### src/rtl/tick_pwm.sv
// Tick-driven PWM generator with a one-deep shadowed configuration.
// state | meaning
// IDLE  | stopped, output low, new config applied immediately
// RUN   | generating; counts ticks within the period
// STOP  | still generating, returns to IDLE at the end of this period
module tick_pwm #(
  parameter int WIDTH = 8
) (
  input  logic             clk,
  input  logic             rst_n,
  input  logic             tick,
  input  logic             start,
  input  logic             cfg_valid,
  output logic             cfg_ready,
  input  logic [WIDTH-1:0] cfg_period,
  input  logic [WIDTH-1:0] cfg_duty,
  output logic             pwm_out,
  output logic             period_done,
  output logic             busy
);

  typedef enum logic [1:0] {IDLE, RUN, STOP} state_t;

  state_t           state, state_nx;
  logic [WIDTH-1:0] cnt, cnt_nx;
  logic [WIDTH-1:0] period_r, period_nx, duty_r, duty_nx;
  logic [WIDTH-1:0] sh_period, sh_duty;
  logic [WIDTH-1:0] p_eff, p_last;
  logic             sh_full, sh_full_nx;
  logic             accept, wrap, busy_nx, pwm_nx;

  assign cfg_ready = ~sh_full;
  assign accept    = cfg_valid & ~sh_full;
  // A programmed period of zero behaves as a one-tick period.
  assign p_eff     = (period_r == '0) ? WIDTH'(1) : period_r;
  assign p_last    = p_eff - WIDTH'(1);
  assign wrap      = (state != IDLE) && tick && (cnt >= p_last);

  always_comb begin
    state_nx   = state;
    cnt_nx     = cnt;
    period_nx  = period_r;
    duty_nx    = duty_r;
    sh_full_nx = sh_full;

    case (state)
      IDLE: if (start) state_nx = RUN;
      RUN:  if (!start) state_nx = STOP;
      STOP: begin
        if (start)     state_nx = RUN;
        else if (wrap) state_nx = IDLE;
      end
      default: state_nx = IDLE;
    endcase

    if (state == IDLE)  cnt_nx = '0;
    else if (tick)      cnt_nx = wrap ? '0 : cnt + WIDTH'(1);

    // Shadow only lands between periods; a same-cycle accept stays in the shadow.
    if (sh_full && ((state == IDLE) || wrap)) begin
      period_nx  = sh_period;
      duty_nx    = sh_duty;
      sh_full_nx = 1'b0;
    end
    if (accept) sh_full_nx = 1'b1;

    busy_nx = (state_nx != IDLE);
    pwm_nx  = busy_nx && (cnt_nx < duty_nx);
  end

  always_ff @(posedge clk) begin
    if (!rst_n) begin
      state       <= IDLE;
      cnt         <= '0;
      period_r    <= '0;
      duty_r      <= '0;
      sh_period   <= '0;
      sh_duty     <= '0;
      sh_full     <= 1'b0;
      pwm_out     <= 1'b0;
      period_done <= 1'b0;
      busy        <= 1'b0;
    end else begin
      state       <= state_nx;
      cnt         <= cnt_nx;
      period_r    <= period_nx;
      duty_r      <= duty_nx;
      sh_full     <= sh_full_nx;
      pwm_out     <= pwm_nx;
      period_done <= wrap;
      busy        <= busy_nx;
      if (accept) begin
        sh_period <= cfg_period;
        sh_duty   <= cfg_duty;
      end
    end
  end

endmodule

### config.mk
export PLATFORM = sky130hd
export DESIGN_NAME = tick_pwm
export DESIGN_NICKNAME = d
export VERILOG_FILES = /design/src/rtl/tick_pwm.sv
export SDC_FILE = /design/constraint.sdc
export NUM_CORES = 1
export LEC_CHECK = 0
export ABC_AREA = 0
export CAP_MARGIN = 20
export CORE_MARGIN = 2
export CORE_UTILIZATION = 46
export CTS_CLUSTER_SIZE = 16
export DETAILED_ROUTE_END_ITERATION = 8
export GPL_TIMING_DRIVEN = 0
export PLACE_DENSITY = 0.72
export SYNTH_ARGS = -nofsm -noshare
export SYNTH_HDL_FRONTEND = slang
export SYNTH_SLANG_ARGS = --single-unit
### constraint.sdc
create_clock -name clk -period 5.5 [get_ports clk]
set_clock_uncertainty 0.05 [all_clocks]
set_input_delay 1.1 -clock clk [delete_from_list [all_inputs] [get_ports clk]]
set_output_delay 1.1 -clock clk [all_outputs]
set_load 0.02 [all_outputs]
## Yosys cells after proc, flatten, opt, wreduce, memory -nomap -nowiden

Cells that the tools add are included.
W data, S select, Z words.

- Register bits: 46
- Bits of input ports: 21
- Output and inout bits: 4

- Add/sub/neg operators: 2
- Magnitude comparators: 2
- Equality and inequality tests: 2
- Mux-type cells: 12
- Bitwise operators: 2
- Reductions and logical operators: 10

Operator list:

| operator | count |
|---|---|
| $mux W8 | 5 |
| $add A8 B1 Y8 const B | 1 |
| $ge A8 B8 Y1 | 1 |
| $logic_not A8 Y1 | 1 |
| $lt A8 B8 Y1 | 1 |
| $mux W2 | 4 |
| $sub A8 B1 Y8 const B | 1 |
| $pmux W2 S3 | 1 |
| $reduce_bool A2 Y1 | 3 |
| $logic_and A1 B1 Y1 | 4 |
| $eq A2 B1 Y1 const B | 1 |
| $eq A2 B2 Y1 const B | 1 |
| $logic_not A2 Y1 | 1 |
| $mux W1 | 2 |
| $and A1 B1 Y1 | 1 |
| $logic_or A1 B1 Y1 | 1 |
| $not A1 Y1 | 1 |

## Depth between registers and ports, before layout

Gate-level depths: netlist of run 1.

- Word-level depth: 10
- Gate-level depth with buffers: 19

## Worst setup path before layout of run 1

Ideal clock, no wire load.

- Path type: reg-to-reg
- Start point: reg period_r[3]
- End point: reg pwm_out
- Setup time: 0.060 ns
- Arrival: 4.003 ns
- Slack: 1.387 ns
- Cell stages (with the launch flop): 19
- Path buffers: 1
- Cells stage by stage: dfxtp_1 > nor4_1 > a31oi_1 > ha_1 > nand2b_1 > nor4_1 > xnor2_1 > ha_1 > and3_4 > a221oi_4 > nor2b_2 > o31ai_4 > buf_4 > mux2i_1 > ha_1 > a21oi_1 > nor2_1 > nor4bb_1 > o221a_1

- Cells in the longest elaborated chain, start to end: 10

Ends and longest elaborated chain:

| element | RTL line | text |
|---|---|---|
| from (decl) | 26 | `logic [WIDTH-1:0] period_r, period_nx, duty_r, duty_nx;` |
| from (signal assigned) | 86 | `period_r <= period_nx;` |
| $logic_not A8 Y1 | 35 | `assign p_eff = (period_r == '0) ? WIDTH'(1) : period_r;` |
| $mux W8 * | 35 |  |
| $sub A8 B1 Y8 * | 36 | `assign p_last = p_eff - WIDTH'(1);` |
| $ge A8 B8 Y1 * | 37 | `assign wrap = (state != IDLE) && tick && (cnt >= p_last);` |
| $logic_and A1 B1 Y1 * | 37 |  |
| $mux W8, or another cell as far along (2 in series) | 57 | `else if (tick) cnt_nx = wrap ? '0 : cnt + WIDTH'(1);` |
| $mux W8, or another cell as far along | 56 | `if (state == IDLE) cnt_nx = '0;` |
| $lt A8 B8 Y1 or $reduce_bool A2 Y1 (tied branches) | 68, 67 |  |
| $logic_and A1 B1 Y1 * | 68 | `pwm_nx = busy_nx && (cnt_nx < duty_nx);` |
| to (signal assigned) | 89 | `pwm_out <= pwm_nx;` |
| to (decl) | 17 | `output logic pwm_out,` |

Every way passes the cells marked *; elsewhere a longest branch is shown, timed or not.
A chain may end at the register's enable or synchronous reset.

## Final worst setup path of run 1

Ends and elaborated chain as after synthesis.

==> results.md, run 1 <==
- Post-synthesis sequential area ratio: between 30% and 40%
- Router iterations before antenna repair: 4
- Endpoints failing setup: 0
- Die Span X: 74.9 µm
- Final Cell Area: 0.00274 mm²
- Total gr overflow: 0
- Largest net degree at the start of global routing: 15
- CP Buf/Inv Count: 1
- CP Max Fanout: 10
- CP arrival: just under 5 ns
- Power consumption: 0.000733 W
- Leak: ~1.0 nW
- Post-synth top cells: nand2_1, dfxtp_1, nor2_1
- Count of input and output buffers: 24
- Min-delay src: sh_period[7]$_SDFFE_PN0P_
- Number of fill cells: ~430
- Dominant synthesized flop cell: dfxtp_1
- First-pass GRT wire length: between 7000 and 8000 µm
- Die area: about 0.0056 mm²
- Combinational power share: 17.5%
- Status: complete, no violations
- Part of the cycle the worst path needs: 86.1%
- Post-CTS setup buffers: 0
- Number of gates resized after CTS: 0
- Vias in the first global route: around 1700
- PwrDens: roughly 270 mW/mm²
- Drt total wl: around 4400 µm
- Drt drc: 0
- Crit-path cells: nor4_1 -> a31oi_1 -> ha_1 -> nand2b_1 -> nor4_1 -> xnor2_1 -> ha_1 -> and3_4 -> a221oi_4 -> nor2b_2 -> o31ai_4 -> buf_4 -> mux2i_1 -> ha_1 -> a21oi_1 -> nor2_1 -> nor4bb_1 -> o221a_1
- CTS buffer count: 5
- Flop pwr share: between 40% and 50%
- FF-to-FF path depth: 18
- Placed cell area: roughly 0.0026 mm²
- Switch Pwr: 0.000191 W
- FF-to-FF Start: period_r[3]$_SDFFE_PN0N_
- Initial cell density of the core: between 40% and 50%
- Maximum clock frequency: ~210 MHz
- Yosys top cell area share: about two fifths
- EDFF count, synth: 0
- Initial DRC count: 51
- Slowest stage delay, CP: roughly 0.5 ns
- Hold Path Sink: period_r[7]$_SDFFE_PN0N_
- Setup total negative slack: 0 ns
- RSZ-0062 raised after global routing: no
- Netlist Area Pre-Place: about 0.0023 mm²
- Area Growth Syn to Fin: 18.8%
- Worst-Skew Late Latency: 0.30 ns
- Post-synthesis xor/xnor area fraction: about 4.6%
- Peak supply drop: roughly 150 µV
- Slowest CP cell: o31ai_4
- Post-synth top area cell: dfxtp_1
- Worst hold stages: 2
- Sw Share: a little over a quarter
- Max-slew violation count: 0
- Synth Area per Inst: approximately 8.6 µm²
- Max-Cap Viols: 0
- Yosys Warn Count: 0
- Crit path max-delay family: compound AO/OA/AOI/OAI gates
- DR vias: roughly 1900
- Routed vias/inst: 5.12
- Final nets: around 340
- Internal power: 0.000542 W
- Critical path startpoint category: flip-flop
- CTS Sinks: between 40 and 50
- Distinct cells, synth: 38
- Hold WC Path Type: flip-flop to flip-flop
- Endpoint class of the critical path: flip-flop
- CORE AREA: roughly 0.0048 mm²
- Reg-to-Reg End: pwm_out$_SDFF_PN0_
- Htree depth: 2
- Clock network power share: approximately a third
- Max_slew headroom: approximately two thirds
- CP Class: flip-flop to flip-flop
- Largest family of logic cells by synthesized area: simple AND/OR/NAND/NOR gates
- CTS Root Buffer Type: clkbuf_8
- Synthesized flop and latch total: 46
- Ports: 25
- CTS tree: done
- Synth Area in Compound Gates: 16.0%
- ANT nets after route: 0
- Num rows: 25
- WP data required: roughly 5.7 ns
- Total track usage: between 10% and 20%
- Top cell by count, worst path: ha_1
- Count leader, synth: nand2_1
- Number of antenna violations at the first check in global routing: 0
- # diodes: 0
- Adder-cell area share of the yosys netlist: under 10%
- Hold-fix buffers, CTS: 0
- Fraction of layout cells with a size suffix above 1: around 5%
- Mux contribution to synthesized area: approximately 3.5%
- Die Y: around 75 µm
- Clock Tree Buf Depth: 2
- HPWL after detailed placement: ~3300 µm
- FFs w/ async S/R, synth: 0%
- RD Place Congestion: ~0.77
- Least-Margin Pin Slew: between 0.4 and 0.5 ns
- Register clock-pin slew on the reported worst setup and hold paths: about 0.09 ns
- WL/cell: between 10 and 15 µm
- Hold Violations, Final: 0
- Final worst path period need: roughly 4.7 ns
- Synth Net Count: 307
- Reg2Reg Setup Slack: 0.76 ns
- Cell count after synthesis: about 270
- Top post-synthesis cells by area: dfxtp_1, ha_1, nand2_1, a21boi_0, nor2_1
- Simple-gate area share of the yosys netlist: a little under a quarter
-- power groups by stage --
stage	clock (W)	sequential, W	combinational, W
after detailed placement	0	0.000362	0.000128
after global routing	0.000270	0.000357	0.000143
final	0.000250	0.000355	0.000128
after floorplan	0	0.000362	0.0000883
after global placement	0	0.000362	0.000126
after CTS	0.000256	0.000355	0.000129
-- metrics by stage --
step	util, %	instances	setup WS [ns]	hold WS (ns)
finish	57.3	368	0.764	0.408
global placement	55.0	360	0.780	0.394
detailed placement	55.0	360	0.767	0.399
CTS	57.3	368	0.729	0.411
floorplan	-	269	1.39	0.386
global route	57.3	368	0.368	0.428
-- cells by family after synthesis --
kind of cell	after synthesis
and+or+nand+nor	117
AOI/OAI and AO/OA	51
DFF	46
buffers and inverters	18
adders and majority gates	17
xor gates and xnor gates	12
muxes	8
-- worst min-delay path, delay by kind of cell, from the launching register on --
family             cells  cell delay, ns
DFF                    1            0.32
and+or+nand+nor        1            0.05
AOI/OAI and AO/OA      1            0.05
-- final cells by class --
type	instances	area, µm²	share of cell area [%]
buffer	13	60.1	2.19
clock buffer	6	72.6	2.64
clock inverter	2	37.5	1.37
inverter	5	18.8	0.684
multi-input combinational	205	1310	47.7
sequential	46	921	33.6
tap	67	83.8	3.06
timing repair buffer	24	240	8.76
-- cell usage in the layout (no fill, tap or decap), types with 2 or more instances in the layout --
cell type	instances
mux2i_1	8
o21ai_0	13
a21boi_0	16
nor4_1	2
or3_1	2
clkbuf_8	5
nand2_1	49
nand3_1	13
clkdlybuf4s50_1	24
xnor2_1	7
xor2_1	5
inv_1	5
nand4_1	4
nand2b_1	4
and2_1	2
a21oi_1	8
nor2b_1	12
clkbuf_1	11
nor2_1	24
dfxtp_1	46
ha_1	17
a31oi_1	4
-- worst max-delay path by stage --
stage                        startpoint            endpoint  slack, ns  cells after the start
3_3_place_gp   period_r[3]$_SDFFE_PN0N_  pwm_out$_SDFF_PN0_       0.78                     18
6_report       period_r[3]$_SDFFE_PN0N_  pwm_out$_SDFF_PN0_       0.76                     18
2_1_floorplan  period_r[3]$_SDFFE_PN0N_  pwm_out$_SDFF_PN0_       1.39                     18
3_5_place_dp   period_r[3]$_SDFFE_PN0N_  pwm_out$_SDFF_PN0_       0.77                     18
4_1_cts        period_r[3]$_SDFFE_PN0N_  pwm_out$_SDFF_PN0_       0.73                     18
5_1_grt        period_r[3]$_SDFFE_PN0N_  pwm_out$_SDFF_PN0_       0.37                     18
-- sequential cells by signal, indices dropped and copies added (netlist names) --
signal	count
cnt	8
duty_r	8
period_r	8
sh_duty	8
sh_period	8
state	2
busy	1
period_done	1
pwm_out	1
sh_full	1
-- per-layer routing --
metal | vias up | part of all wire [%] | wire length, µm | GRT usage [%]
met5 | - | 0 | 0 | 0
met4 | 0 | 2.1 | 94 | 8.33
met3 | 6 | 3.0 | 135 | 4.02
met2 | 30 | 43 | 1920 | 26.5
met1 | 861 | 52 | 2300 | 25.2
li1 | 986 | - | - | -
Power figures use the tool's default switching activity.
==> inputs of run 2 (changes only) <==
--- a/config.mk
+++ b/config.mk
@@ -7,7 +7,8 @@
 export LEC_CHECK = 0
 export ABC_AREA = 0
 export CAP_MARGIN = 20
-export CORE_MARGIN = 2
+export CORE_ASPECT_RATIO = 2
+export CORE_MARGIN = 8
 export CORE_UTILIZATION = 46
 export CTS_CLUSTER_SIZE = 16
 export DETAILED_ROUTE_END_ITERATION = 8
==> results.md, run 2 (synthesis gave the netlist of run 1 again) <==
- Status: complete, no violations
- Drt total wl: roughly 4700 µm
- Setup total negative slack: 0 ns
- Reg-to-Reg End: pwm_out$_SDFF_PN0_
- Slowest stage delay, CP: 0.48 ns
- Clock Tree Buf Depth: 2
- Flop pwr share: around half
- Router iterations before antenna repair: 4
- FF-to-FF Start: period_r[3]$_SDFFE_PN0N_
- Htree depth: 2
- Worst setup startpoint: period_r[3]$_SDFFE_PN0N_
- CTS tree: done
- Part of the cycle the worst path needs: roughly 85%
- Drt drc: 0
- Die Y: between 100 and 150 µm
- Max-Cap Viols: 0
- Routed vias/inst: 5.31
- WL/cell: 13.1 µm
- Max-slew violation count: 0
- Sw Share: between 20% and 30%
- Endpoints failing setup: 0
- Hold Path Sink: period_r[1]$_SDFFE_PN0N_
- ANT nets after route: 0
- CTS Root Buffer Type: clkbuf_8
- Maximum clock frequency: approximately 210 MHz
- CP arrival: between 4 and 5 ns
- CTS Sinks: 46
- Worst hold stages: 2
- WP data required: ~5.7 ns
- Slowest CP cell: o31ai_4
- Number of gates resized after CTS: 0
- Hold Violations, Final: 0
- Fraction of layout cells with a size suffix above 1: 4.65%
- Leak: ~1.0 nW
- Largest net degree at the start of global routing: 14
- Total track usage: between 10% and 20%
- Vias in the first global route: approximately 1900
- DR vias: about 1900
- Initial DRC count: about 50
- Clock network power share: between 30% and 40%
- CORE AREA: just under 0.005 mm²
- Ports: 25
- CTS buffer count: 5
- Area Growth Syn to Fin: 18.1%
- Commonest non-fill, non-tap cells in the layout: nand2_1, dfxtp_1, nor2_1, clkdlybuf4s50_1, ha_1
- # diodes: 0
- Endpoint class of the critical path: flip-flop
- FF-to-FF path depth: 18
- Switch Pwr: 0.000189 W
- Die area: around 0.0077 mm²
- CP Class: flip-flop to flip-flop
- Least-Margin Pin Slew: about 0.47 ns
- PwrDens: about 270 mW/mm²
- Placed cell area: between 0.002 and 0.003 mm²
- Number of antenna violations at the first check in global routing: 0
- Max_slew headroom: 68.7%
- Post-CTS setup buffers: 0
- Critical path startpoint category: flip-flop
- Reg2Reg Setup Slack: roughly 0.83 ns
- CP Max Fanout: 10
- Combinational power share: roughly 18%
- Worst hold margin: 0.411 ns
- First-pass GRT wire length: about 8000 µm
- Final Cell Area: about 0.0027 mm²
- Internal power: 0.000542 W
- Initial cell density of the core: 47.5%
- Die Span X: 66.1 µm
- HPWL after detailed placement: about 3800 µm
- Hold WC Path Type: flip-flop to flip-flop
- Final nets: 338
- Register clock-pin slew on the reported worst setup and hold paths: roughly 0.08 ns
- Peak supply drop: approximately 200 µV
- RSZ-0062 raised after global routing: no
- Most common cell after layout, fill and taps aside: nand2_1
- Num rows: 36
- RD Place Congestion: 0.793
- Min-delay src: sh_period[1]$_SDFFE_PN0P_
- Final worst path period need: 4.67 ns
- Final Util: roughly 56%
- Count of input and output buffers: 24
- Crit-path cells: nor4_1 -> a31oi_1 -> ha_1 -> nand2b_1 -> nor4_1 -> xnor2_1 -> ha_1 -> and3_4 -> a221oi_4 -> nor2b_2 -> o31ai_4 -> buf_4 -> mux2i_1 -> ha_1 -> a21oi_1 -> nor2_1 -> nor4bb_1 -> o221a_1
- Total gr overflow: 0
- Hold-fix buffers, CTS: 0
- Top cell by count, worst path: ha_1
- Worst-Skew Late Latency: approximately 0.3 ns
## run 2: cell count changes in the layout (fill, tap and decap cells not counted)
cell and change:
clkinvlp_4 -1, clkbuf_1 +1
## run 2: power groups by stage
stage / sequential [W] / combinational, W / clock (W)
2_1_floorplan: 0.000362 / 0.0000883 / 0
3_3_place_gp: 0.000362 / 0.000129 / 0
3_5_place_dp: 0.000362 / 0.000132 / 0
4_1_cts: 0.000354 / 0.000133 / 0.000254
5_1_grt: 0.000356 / 0.000147 / 0.000261
6_report: 0.000354 / 0.000132 / 0.000245
## run 2: final cells by class
class                   instances  area, µm²
fillers                       452       2140
multi-input cells             205       1310
flip-flops and latches         46        921
repair buffers                 24        240
clock buffers                   7       76.3
well taps                      57       71.3
plain buffers                  13       60.1
clock inverters                 1       30.0
inverters                       5       18.8
## run 2: how the worst max path moves through the flow
stage / endpoint / slack, ns
after global placement: pwm_out$_SDFF_PN0_ / 0.85
after floorplan: pwm_out$_SDFF_PN0_ / 1.39
after global routing: pwm_out$_SDFF_PN0_ / 0.43
after detailed placement: pwm_out$_SDFF_PN0_ / 0.82
after CTS: pwm_out$_SDFF_PN0_ / 0.80
final: pwm_out$_SDFF_PN0_ / 0.83
## run 2: through the flow
stage	power, W	setup WS (ns)	cells
2_1_floorplan	0.000450	1.39	269
3_3_place_gp	0.000491	0.851	350
3_5_place_dp	0.000494	0.825	350
4_1_cts	0.000741	0.799	358
5_1_grt	0.000764	0.429	358
6_report	0.000732	0.832	358
## run 2: critical path: cells and delay by family (launching register included)
family,cells,cell delay (ns)
adders and majority gates,3,0.81
muxes,1,0.27
DFF,1,0.42
and+or+nand+nor,7,1.02
AOI/OAI and AO/OA,5,1.59
xor gates and xnor gates,1,0.16
buffers and inverters,1,0.27
## run 2: metal layers
layer  vias to the layer above  wire (µm)  track usage (%)
li1                        983          -                -
met4                         0        172             8.75
met2                        27       2560             24.4
met5                         -          0                0
met3                        13         99             2.02
met1                       878       1850             13.3
